### config.mk
export PLATFORM = sky130hd
export DESIGN_NAME = seven_seg_scanner
export DESIGN_NICKNAME = d
export VERILOG_FILES = /design/src/rtl/seven_seg_scanner.sv
export SDC_FILE = /design/constraint.sdc
export NUM_CORES = 1
export LEC_CHECK = 0
export ABC_CLOCK_PERIOD_IN_PS = 3200
export CELL_PAD_IN_SITES_DETAIL_PLACEMENT = 1
export CELL_PAD_IN_SITES_GLOBAL_PLACEMENT = 1
export CORE_MARGIN = 2
export CORE_UTILIZATION = 40
export DETAILED_ROUTE_END_ITERATION = 12
export PLACE_DENSITY = 0.83
export SLEW_MARGIN = 20
export SYNTH_ARGS = -nofsm -noshare
export SYNTH_HDL_FRONTEND = slang
export SYNTH_SLANG_ARGS = --single-unit
### constraint.sdc
create_clock -name clk_i -period 3.2 [get_ports clk_i]
set_input_delay 0.8 -clock clk_i [delete_from_list [all_inputs] [get_ports clk_i]]
set_output_delay 0.8 -clock clk_i [all_outputs]
set_load 0.02 [all_outputs]
### src/rtl/seven_seg_scanner.sv
// Time-multiplexed driver for a 4-digit common-anode display with frame snapshots.
// Optional macro SEVEN_SEG_LEADING_ZERO_BLANK_EN blanks leading zero digits.
module seven_seg_scanner #(
  parameter int SCAN_DIV = 100000
) (
  input  logic        clk_i,
  input  logic        rst_i,
  input  logic [15:0] digits_i,
  input  logic [3:0]  dp_mask_i,
  input  logic        overflow_i,
  output logic [3:0]  an_o,
  output logic [6:0]  bcd_o,
  output logic        dp_o
);

  localparam int DIV_W = $clog2(SCAN_DIV);
  localparam logic [6:0] SEG_DASH = 7'b0111111;
  localparam logic [6:0] SEG_OFF  = 7'b1111111;

  logic [DIV_W-1:0] r_div;
  logic [1:0]       r_idx;
  logic [15:0]      r_snap_digits;
  logic [3:0]       r_snap_dp;
  logic             r_snap_ovf;
  logic [3:0]       r_an;
  logic [6:0]       r_bcd;
  logic             r_dp;

  logic             w_tick;
  logic             w_new_frame;
  logic [1:0]       w_next_idx;
  logic [15:0]      w_frame_digits;
  logic [3:0]       w_frame_dp;
  logic             w_frame_ovf;
  logic [6:0]       w_seg [4];
  logic [3:0]       w_blank;
  logic             w_slot_blank;

  function automatic logic [6:0] seg_decode(input logic [3:0] nib);
    case (nib)
      4'd0:    seg_decode = 7'b1000000;
      4'd1:    seg_decode = 7'b1111001;
      4'd2:    seg_decode = 7'b0100100;
      4'd3:    seg_decode = 7'b0110000;
      4'd4:    seg_decode = 7'b0011001;
      4'd5:    seg_decode = 7'b0010010;
      4'd6:    seg_decode = 7'b0000010;
      4'd7:    seg_decode = 7'b1111000;
      4'd8:    seg_decode = 7'b0000000;
      4'd9:    seg_decode = 7'b0010000;
      default: seg_decode = SEG_DASH;
    endcase
  endfunction

  assign w_tick      = (r_div == DIV_W'(SCAN_DIV - 1));
  assign w_next_idx  = r_idx + 2'd1;
  assign w_new_frame = w_tick && (r_idx == 2'd3);

  // Digit 0 of a new frame is latched on the same edge as the snapshot, so
  // decode straight from the inputs on that edge to keep the frame coherent.
  assign w_frame_digits = w_new_frame ? digits_i   : r_snap_digits;
  assign w_frame_dp     = w_new_frame ? dp_mask_i  : r_snap_dp;
  assign w_frame_ovf    = w_new_frame ? overflow_i : r_snap_ovf;

  generate
    for (genvar gi = 0; gi < 4; gi++) begin : g_decode
      assign w_seg[gi] = seg_decode(w_frame_digits[4*gi +: 4]);
    end
  endgenerate

`ifdef SEVEN_SEG_LEADING_ZERO_BLANK_EN
  // A digit blanks only if it and every digit above it is a dot-less zero.
  assign w_blank[3] = (w_frame_digits[15:12] == 4'd0) && !w_frame_dp[3];
  assign w_blank[2] = w_blank[3] && (w_frame_digits[11:8] == 4'd0) && !w_frame_dp[2];
  assign w_blank[1] = w_blank[2] && (w_frame_digits[7:4] == 4'd0) && !w_frame_dp[1];
  assign w_blank[0] = 1'b0;
`else
  assign w_blank = 4'b0000;
`endif

  assign w_slot_blank = w_blank[w_next_idx] && !w_frame_ovf;

  always_ff @(posedge clk_i or posedge rst_i) begin
    if (rst_i) begin
      r_div         <= '0;
      r_idx         <= 2'd3;
      r_snap_digits <= '0;
      r_snap_dp     <= '0;
      r_snap_ovf    <= 1'b0;
      r_an          <= 4'b1111;
      r_bcd         <= SEG_OFF;
      r_dp          <= 1'b1;
    end else begin
      r_div <= w_tick ? '0 : r_div + 1'b1;
      if (w_tick) begin
        r_idx <= w_next_idx;
        if (w_new_frame) begin
          r_snap_digits <= digits_i;
          r_snap_dp     <= dp_mask_i;
          r_snap_ovf    <= overflow_i;
        end
        if (w_slot_blank) begin
          r_an  <= 4'b1111;
          r_bcd <= SEG_OFF;
          r_dp  <= 1'b1;
        end else begin
          r_an  <= ~(4'b0001 << w_next_idx);
          r_bcd <= w_frame_ovf ? SEG_DASH : w_seg[w_next_idx];
          r_dp  <= w_frame_ovf ? 1'b1 : ~w_frame_dp[w_next_idx];
        end
      end
    end
  end

  assign an_o  = r_an;
  assign bcd_o = r_bcd;
  assign dp_o  = r_dp;

endmodule

==> impl_metrics.py <==
metrics = {
    "yosys": {
        "syn_inst": 369,
        "synth_top_cell_by_area": "dfrtp_1",
        "async_reset_ff_frac": 1.00,
        "syn_area_sq_um": 3420,
        "synth.area.top_cells": "dfrtp_1 28%, dfstp_2 11%, ha_1 7.3%",
        "synth_top_area_share": 0.278,
        "synth_ff_type": "dfrtp_1",
        "syn_nets": 412,
        "yosys_warnings": 0,
        "ys_types": 67,
        "ys_ff_latch": 52,
        "ys_seq_area_frac": 0.386,
        "synth_enable_flop_cells": 0,
        "synth.avg_cell_area_sq_um": 9.26,
    },
    "sta": {
        "drv_slew": 0,
        "hold_viol": 0,
        "fin_skew_ps": 15.4,
        "finalCritPeriodShare": 0.932,
        "finalSetupViolCount": 0,
        "max_freq_mhz": 335,
        "min_period_ps": 2980,
        "worstMarginPinSlew_ps": 776,
        "whs_ps": 486,
        "max_slew_margin": 0.483,
    },
    "detailed_routing": {
        "drt-initial-drc-count": 154,
        "remaining_drc_errors": 0,
        "vias": 2946,
        "met3_length_microns": 401,
        "top_layer_used": "met4",
        "wirelength_mm": 9.74,
        "wl_per_cell_microns": 18.9,
        "drt-met1-wl_mm": 4.57,
        "met2_length_mm": 4.60,
        "antenna_left": 0,
        "drtPass1Iterations": 4,
        "vias_per_cell": 5.72,
    },
    "final_layout": {
        "num_antenna_cells": 0,
        "multi_input_area_sq_um": 1940,
        "fin_cells": 515,
        "area_growth_pct": 18.2,
        "nets": 452,
        "fillers": 987,
        "fin_area_sq_um": 4040,
        "ff_latch_area_sq_um": 1320,
        "layout-drive-gt1-share": 0.146,
    },
    "power_and_ir_drop": {
        "clockPowerShare": 0.356,
        "leakage_nw": 1.81,
        "intPower_w": 0.000873,
        "pwr-share-comb": 0.066,
        "power.density_nw_per_um2": 283,
        "vdd_drop_max_v": 0.000148,
        "swShare": 0.237,
        "switchingPower_w": 0.000272,
        "p_seq_frac": 0.579,
    },
    "critical_path": {
        "end_kind": "register",
        "critPathCapture": "bcd_o[5]",
        "reg2reg_to": "bcd_o[5]",
        "reg2reg_slack_ps": 220,
        "crit_start": "r_div[0]",
        "arrival_ps": 3230,
        "startpoint_type": "register",
        "rr_worst_depth": 10,
        "reg2reg_from": "r_div[0]",
        "crit_required_ps": 3450,
        "critPathKind": "reg2reg",
        "critPathMaxFanout": 6,
    },
    "placed_design": {
        "placed_cells": 505,
        "gp_congestion": 0.891,
        "dpl_cell_area_sq_um": 3920,
        "io_buffer_count": 34,
        "dp_hpwl_mm": 7.28,
    },
    "clock_network": {
        "cts_buffers": 5,
        "cts_buffer_depth": 2,
        "clock-sinks": 52,
        "path_clk_slew_ps": 100,
        "cts_root_buf": "clkbuf_8",
        "cts_tree": "built",
        "h-tree-depth": 2,
        "worstSkewPairLatency_ps": 320,
    },
    "min_path": {
        "worst_hold_path_type": "reg2reg",
        "hold-path-cell-count": 2,
    },
    "floorplan": {
        "initial_core_util": 0.414,
        "die_y_microns": 96.4,
        "die_area_sq_um": 9300,
        "coreArea_sq_um": 8260,
        "num_io_pins": 35,
        "fp.dieW_microns": 96.4,
        "row_count": 33,
    },
    "global_routing": {
        "first_global_vias": 3142,
        "grt_pass1_wl_mm": 15.7,
        "grt_max_degree": 33,
        "grt_antenna_before_repair": 0,
        "grt_util_all_layers": 0.220,
        "grt_remaining_overflow": 0,
    },
    "flow_run": {
        "maxCapViolCount": 0,
    },
    "outcome": {
        "status": "finished clean",
    },
}
worst min path at each step:
| stage | from | endpoint | slack, ps |
|---|---|---|---|
| after detailed placement | r_snap_ovf | r_snap_ovf | 470 |
| final | an_o[1] | an_o[1] | 490 |
| after floorplan | r_snap_ovf | r_snap_ovf | 440 |
| after global routing | an_o[1] | an_o[1] | 520 |
| after global placement | r_snap_ovf | r_snap_ovf | 460 |
| after CTS | r_snap_ovf | r_snap_ovf | 490 |
per-layer routing:
layer / track usage / up-vias
li1: - / 1412
met2: 0.367 / 64
met4: 0.0704 / 0
met1: 0.294 / 1457
met3: 0.0349 / 13
met5: 0 / -
area by class of cell:
| cell class | instances | area share |
|---|---|---|
| Clock buffer | 6 | 0.0204 |
| Clock inverter | 2 | 0.00341 |
| Inverter | 29 | 0.0270 |
| Multi-Input combinational cell | 275 | 0.480 |
| Sequential cell | 52 | 0.327 |
| Tap cell | 105 | 0.0325 |
| Timing Repair Buffer | 46 | 0.110 |
cell usage in the layout, fill, tap and decap left out, types with 4 or more instances in the layout:
| cell | count |
|---|---|
| nand2b_1 | 5 |
| or3_1 | 4 |
| mux2i_1 | 8 |
| a31oi_1 | 4 |
| ha_1 | 20 |
| and3_1 | 9 |
| nor3_1 | 4 |
| dfstp_2 | 14 |
| o31ai_1 | 4 |
| a21oi_1 | 18 |
| o21ai_0 | 23 |
| nand3_1 | 7 |
| xnor2_1 | 7 |
| inv_1 | 26 |
| dfrtp_1 | 38 |
| clkbuf_8 | 6 |
| mux2_2 | 8 |
| buf_4 | 11 |
| clkdlybuf4s50_1 | 34 |
| nand2_1 | 46 |
| nor2_1 | 23 |
| xor2_1 | 7 |
| a211oi_1 | 6 |
flip-flops by register name, summed over array words and instances, names as in the netlist:
| register | cells |
|---|---|
| an_o | 4 |
| bcd_o | 7 |
| dp_o | 1 |
| r_div | 17 |
| r_idx | 2 |
| r_snap_digits | 16 |
| r_snap_dp | 4 |
| r_snap_ovf | 1 |
through the flow:
step | worst slack [ps] | utilization | TNS, ps | total power (W)
after floorplan | 72.6 | - | 0 | 0.000700
after detailed placement | 68.3 | 0.474 | 0 | 0.000750
after CTS | 180 | 0.486 | 0 | 0.00116
final | 219 | 0.489 | 0 | 0.00114
after global placement | 129 | 0.474 | 0 | 0.000748
after global routing | -8.44 | 0.489 | -16.3 | 0.00120
critical path: stages (launching register included):
cell and delay, ps:
dfrtp_1 400, ha_1 220, and4_1 330, nand4_2 200, nor2_4 240, o21ai_0 170
ha_1 260, or4_1 470, a41oi_1 290, a32oi_1 100, o221a_1 260
synth_stat cells (all sizes together), types with 3 or more instances:
| cell | n |
|---|---|
| o21ai | 24 |
| a21oi | 19 |
| a221oi | 3 |
| nor2 | 24 |
| nand3 | 7 |
| o2111ai | 3 |
| xor2 | 7 |
| nor4 | 3 |
| dfstp | 14 |
| dfrtp | 38 |
| a31oi | 4 |
| a211o | 3 |
| clkbuf | 5 |
| ha | 20 |
| nand2b | 5 |
| or4 | 4 |
| nand2 | 47 |
| xnor2 | 7 |
| inv | 29 |
| nor4b | 3 |
| mux2 | 9 |
| nor3 | 4 |
| o31ai | 5 |
| and3 | 9 |
| a211oi | 6 |
| buf | 9 |
| a21o | 3 |
| mux2i | 10 |
| nor3b | 3 |
| a21boi | 3 |
| or3 | 4 |
cell families (layout without fill, tap and decap cells):
family,after synthesis,in the layout,share of synthesized area
simple gates,126,127,0.198
buf+inv,43,83,0.0520
xor+xnor,14,14,0.0359
flops,52,52,0.386
fa+ha+maj,20,20,0.0732
mux,19,19,0.0601
compound gates,95,95,0.194
power by group through the flow:
stage	combinational, W	sequential, W	clock [W]
2_1_floorplan	0.0000269	0.000673	0
3_3_place_gp	0.0000743	0.000674	0
3_5_place_dp	0.0000755	0.000674	0
4_1_cts	0.0000758	0.000662	0.000424
5_1_grt	0.0000819	0.000663	0.000453
6_report	0.0000750	0.000662	0.000407
repair_timing:
action / CTS / global route
hold buffers: 0 / 0
endpoints found under the hold margin: 0 / 0
endpoints found under the setup margin: 0 / 7
resized for setup: 0 / 4
buffers inserted: 0 / 1
Power figures use the tool's default switching activity.
